[config.mk]
export PLATFORM = sky130hd
export DESIGN_NAME = inpass4_sync_filter
export DESIGN_NICKNAME = d
export VERILOG_FILES = /design/src/rtl/inpass4_sync_filter.sv
export SDC_FILE = /design/constraint.sdc
export NUM_CORES = 1
export LEC_CHECK = 0
export CORE_MARGIN = 4
export CORE_UTILIZATION = 53
export DETAILED_ROUTE_END_ITERATION = 8
export PLACE_DENSITY = 0.9
export SYNTH_ARGS = -nofsm -noshare
export SYNTH_HDL_FRONTEND = slang
export SYNTH_SLANG_ARGS = --single-unit
export TNS_END_PERCENT = 30
[constraint.sdc]
create_clock -name UserCLK -period 2.6 [get_ports UserCLK]
set_input_delay 0.26 -clock UserCLK [delete_from_list [all_inputs] [get_ports UserCLK]]
set_output_delay 0.26 -clock UserCLK [all_outputs]
set_load 0.05 [all_outputs]
[src/rtl/inpass4_sync_filter.sv]
// Four-channel pad-to-fabric input BEL: per-channel pass, register, 2-flop sync or sync+debounce.
// Latency: mode 00 combinational, 01 one edge, 10 two edges, 11 FILTER_CYCLES+2 edges.
// Backpressure: none; every stage advances on every UserCLK edge.
module inpass4_sync_filter #(
    parameter int NoConfigBits  = 8,
    parameter int FILTER_CYCLES = 4
) (
    input  logic                    UserCLK,
    input  logic                    RESET,
    input  logic                    I0,
    input  logic                    I1,
    input  logic                    I2,
    input  logic                    I3,
    output logic                    O0,
    output logic                    O1,
    output logic                    O2,
    output logic                    O3,
    input  logic [NoConfigBits-1:0] ConfigBits
);

    // Counter is wide enough to hold FILTER_CYCLES-1 and is compared against
    // exactly that value, so it can never wrap.
    localparam int              CntW   = $clog2(FILTER_CYCLES) + 1;
    localparam logic [CntW-1:0] CntMax = CntW'(FILTER_CYCLES - 1);

    localparam logic [1:0] ModePass = 2'b00;
    localparam logic [1:0] ModeReg  = 2'b01;
    localparam logic [1:0] ModeSync = 2'b10;
    localparam logic [1:0] ModeFilt = 2'b11;

    logic [3:0]      padIn;
    logic [3:0]      fabricOut;

    // Per-channel pipeline state. Bit n of each vector belongs to channel n.
    // s1 is the only flop that may see an asynchronous pad; q (mode 01) and the
    // pass path (mode 00) assume the pad is already synchronous to UserCLK.
    logic [3:0]      q;
    logic [3:0]      s1;
    logic [3:0]      s2;
    logic [3:0]      f;
    logic [3:0]      fNext;
    logic [CntW-1:0] cnt     [4];
    logic [CntW-1:0] cntNext [4];
    logic [1:0]      mode    [4];

    assign padIn = {I3, I2, I1, I0};
    assign O0    = fabricOut[0];
    assign O1    = fabricOut[1];
    assign O2    = fabricOut[2];
    assign O3    = fabricOut[3];

    // Split the frame config into one 2-bit mode field per channel.
    always_comb begin
        for (int n = 0; n < 4; n++) begin
            mode[n] = ConfigBits[2*n +: 2];
        end
    end

    // Debounce rule: a synchronized level that differs from the filtered level
    // must persist for FILTER_CYCLES consecutive edges before it is adopted;
    // any return to agreement discards the partial count.
    always_comb begin
        fNext = f;
        for (int n = 0; n < 4; n++) begin
            cntNext[n] = cnt[n];
            if (s2[n] == f[n]) begin
                cntNext[n] = '0;
            end else if (cnt[n] == CntMax) begin
                fNext[n]   = s2[n];
                cntNext[n] = '0;
            end else begin
                cntNext[n] = cnt[n] + CntW'(1);
            end
        end
    end

    // All stages run every cycle irrespective of mode, so a mode switch only
    // changes which stage is observed; reset clears every stage and takes
    // priority over all updates.
    always_ff @(posedge UserCLK) begin
        if (RESET) begin
            q  <= '0;
            s1 <= '0;
            s2 <= '0;
            f  <= '0;
            for (int n = 0; n < 4; n++) begin
                cnt[n] <= '0;
            end
        end else begin
            q  <= padIn;
            s1 <= padIn;
            s2 <= s1;
            f  <= fNext;
            for (int n = 0; n < 4; n++) begin
                cnt[n] <= cntNext[n];
            end
        end
    end

    // Output select: purely combinational on the mode bits so a reconfigured
    // channel immediately shows the selected stage's current value.
    always_comb begin
        fabricOut = '0;
        for (int n = 0; n < 4; n++) begin
            case (mode[n])
                ModePass: fabricOut[n] = padIn[n];
                ModeReg:  fabricOut[n] = q[n];
                ModeSync: fabricOut[n] = s2[n];
                ModeFilt: fabricOut[n] = f[n];
                default:  fabricOut[n] = 1'b0;
            endcase
        end
    end

endmodule
==> out/results.tsv <==
stage	metric	value	unit
outcome	status	completed	
cts	clk_lat worst skew	0.31	ns
cts	CTS root buf	clkbuf_4	
cts	Sink Count	24	
cts	total CTS buffers	3	
timing	Final Hold Vio Count	0	
synth	Synth top area share	48.98	%
timing	RSZ-0062 raised after global routing	no	
synth	compound-cell area share of the yosys netlist	0	%
pwr	internal cell power	0.5703	mW
cts	clock buffer depth	2	
timing	Setup Total Neg Slack	0	ns
grt	number of global-route vias before repair	639	
synth	Top FF cell, synth	dfxtp_1	
pwr	switching pwr	0.1446	mW
timing	relative slew slack	41.32	%
synth	sequential element share of the synthesized area	48.98	%
timing	final setup fails	0	
synth	main combinational cell family by area after synthesis	simple AND/OR/NAND/NOR gates	
drt	Remaining DRCs	0	
grt	grt ovf	0	
cts	CTS tree	yes	
synth	Avg Synthesized Cell Area	13.26	um^2
synth	Synth Area in Simple Gates	20.15	%
drt	wire per inst	11.61	um
drt	antenna viol nets, final	0	
place	Final GP Congestion	0.7072	
cts	clock slew at reported path FFs	0.13	ns
synth	top cells by count, synth	dfxtp_1 (24), ha_1 (8), nor4_1 (6)	
floorplanning	core box area	1745	um^2
timing	Peak Freq	449.9	MHz
critical_path	endpoint class of the critical path	primary output	
cells_and_area	Antenna Cells	0	
critical_path	Crit Path Max Fanout	1	
drt	Detailed Route Iter0 Violations	0	
critical_path	Crit Path Class	in -> out	
pwr	VDD IR max	0.3400	mV
pwr	clock share of power	36.8	%
pwr	Flop pwr share	53.2	%
synth	adder-cell area share of the yosys netlist	10.20	%
floorplanning	die area	2603	um^2
cells_and_area	Final Core Density	69.46	%
pwr	leakage power	0.4409	nW
floorplanning	die width	51.02	um
synth	Syn Inst Count	74	
grt	initial antenna violation count	0	
drt	TritonRoute pass-1 iters	1	
cts	Post-CTS Setup Repair Bufs	0	
timing	Slew @ Worst Pin	0.8775	ns
synth	count leader, synth	dfxtp_1	
synth	Synthesized Nets	96	
place	HPWL after DPL	1061	um
synth	Synth Area in XOR/XNOR	3.571	%
timing	Tcrit/Tclk final	85.49	%
pwr	Combinational Power Share	10.1	%
cells_and_area	# nets final	116	
pwr	Sw Ratio	20.22	%
synth	Seq cells post-synth	24	
timing	final hold slack	0.4347	ns
synth	post-synthesis cell type count	13	
timing	post-layout min period	2.223	ns
place	IO Port Bufs	17	
synth	fraction of registers with async set/reset	0	%
floorplanning	IO Count	18	
hold_path	hold path depth	1	
cells_and_area	share of cells above drive strength 1	19.35	%
timing	clk_skew	0.006343	ns
synth	Post-Synthesis Cell Area	980.9	um^2
synth	Post-synth EDFFs	0	
synth	multiplexer share of the synthesized area	13.27	%
drt	final wirelength	1370	um
drt	routed vias	602	
grt	largest net degree at the start of global routing	25	
pwr	PwrDens	589.7	nW/um^2
critical_path	critical path data required time	2.34	ns
cts	post_cts resized	0	
floorplanning	standard-cell rows	15	
flow_run	Max-cap violations	0	
hold_path	HP Class	reg -> reg	
synth	post-synth top area cell	dfxtp_1	
critical_path	r2r worst-path depth	3	
cells_and_area	Layout area overhead	23.60	%
synth	dominant cells by area after synthesis	dfxtp_1 (49%), ha_1 (10%), mux4_2 (9.2%)	
grt	Total GRT Usage	12.79	%
floorplanning	die height	51.02	um
drt	vias per inst	5.102	
grt	first-pass GRT wire length	2408	um
critical_path	Worst Path Arrival	1.96	ns
critical_path	crit start category	primary input	
cts	H-tree levels	1	
floorplanning	Initial Util	56.20	%
timing	final count of pins violating max slew	0	
synth	Yosys warnings	0	
cts	Post-CTS Hold Buffers	0	
## worst paths after layout
kind	startpoint	to	slack, ns
worst max-delay path	ConfigBits[0]	O0	0.38
worst min register to register	cnt[1][0]$_SDFF_PP0_	cnt[1][0]$_SDFF_PP0_	0.43
worst max register to register	cnt[2][0]$_SDFF_PP0_	cnt[2][0]$_SDFF_PP0_	1.42
worst min-delay path	cnt[1][0]$_SDFF_PP0_	cnt[1][0]$_SDFF_PP0_	0.43
## power by group through the flow
stage                     logic, mW  clock network [mW]  registers, mW
after global routing         0.0763               0.289          0.382
after floorplan              0.0428                   0          0.387
after CTS                    0.0729               0.272          0.380
after global placement       0.0714                   0          0.388
after detailed placement     0.0726                   0          0.389
final                        0.0719               0.263          0.380
## stage by stage
step                      cell area (um^2)  power (mW)  std cells  worst slack [ns]
after floorplan                      980.9      0.4298         74             1.410
after global placement                1160      0.4594        114            0.3895
after detailed placement              1160      0.4612        114            0.3824
after CTS                             1212      0.7248        118            0.3713
after global routing                  1212      0.7467        118            0.3363
final                                 1212      0.7149        118            0.3772
## worst max-delay path, stage by stage
cell	delay [ns]
clkdlybuf4s50_1	0.48
mux4_2	0.50
clkdlybuf4s50_1	0.72
## layer usage
layer	up-vias	share of wire [%]	routed length, um	track usage (%)
met4	0	4.2	57	13.00
met5	-	0	0	0
met2	14	47	649	21.46
met3	5	4.9	67	2.915
met1	281	44	596	12.50
li1	302	-	-	-
## cell families (layout without fill, tap and decap cells)
group,after synthesis,in the layout
buffers and inverters,6,25
flip-flops,24,24
multiplexers,8,8
adder cells (fa/ha/maj),8,8
AND/OR/NAND/NOR,24,24
XOR/XNOR,4,4
## cells in the final DEF (no fill, tap or decap)
cell type and count:
inv_1 4, clkdlybuf4s50_1 17, mux2i_1 4, ha_1 8, and2b_2 4, nor4_2 2
dfxtp_1 24, nor4b_2 4, xnor2_1 4, mux4_2 4, nor4_1 6, bufinv_16 1
clkbuf_4 3, nor2_1 4, nor2b_1 4
## registers in the layout, indices dropped and copies added (netlist names)
name  flops
cnt      12
f         4
s1        4
s2        4
## area by class of cell
class / count / area, um^2
clock buffers: 3 / 22.52
clock inverters: 1 / 30.03
fillers: 139 / 533.0
inverters: 4 / 15.01
multi-input cells: 44 / 462.9
flip-flops and latches: 24 / 480.5
well taps: 25 / 31.28
repair buffers: 17 / 170.2
No activity file was read; power rests on OpenSTA's default activity.
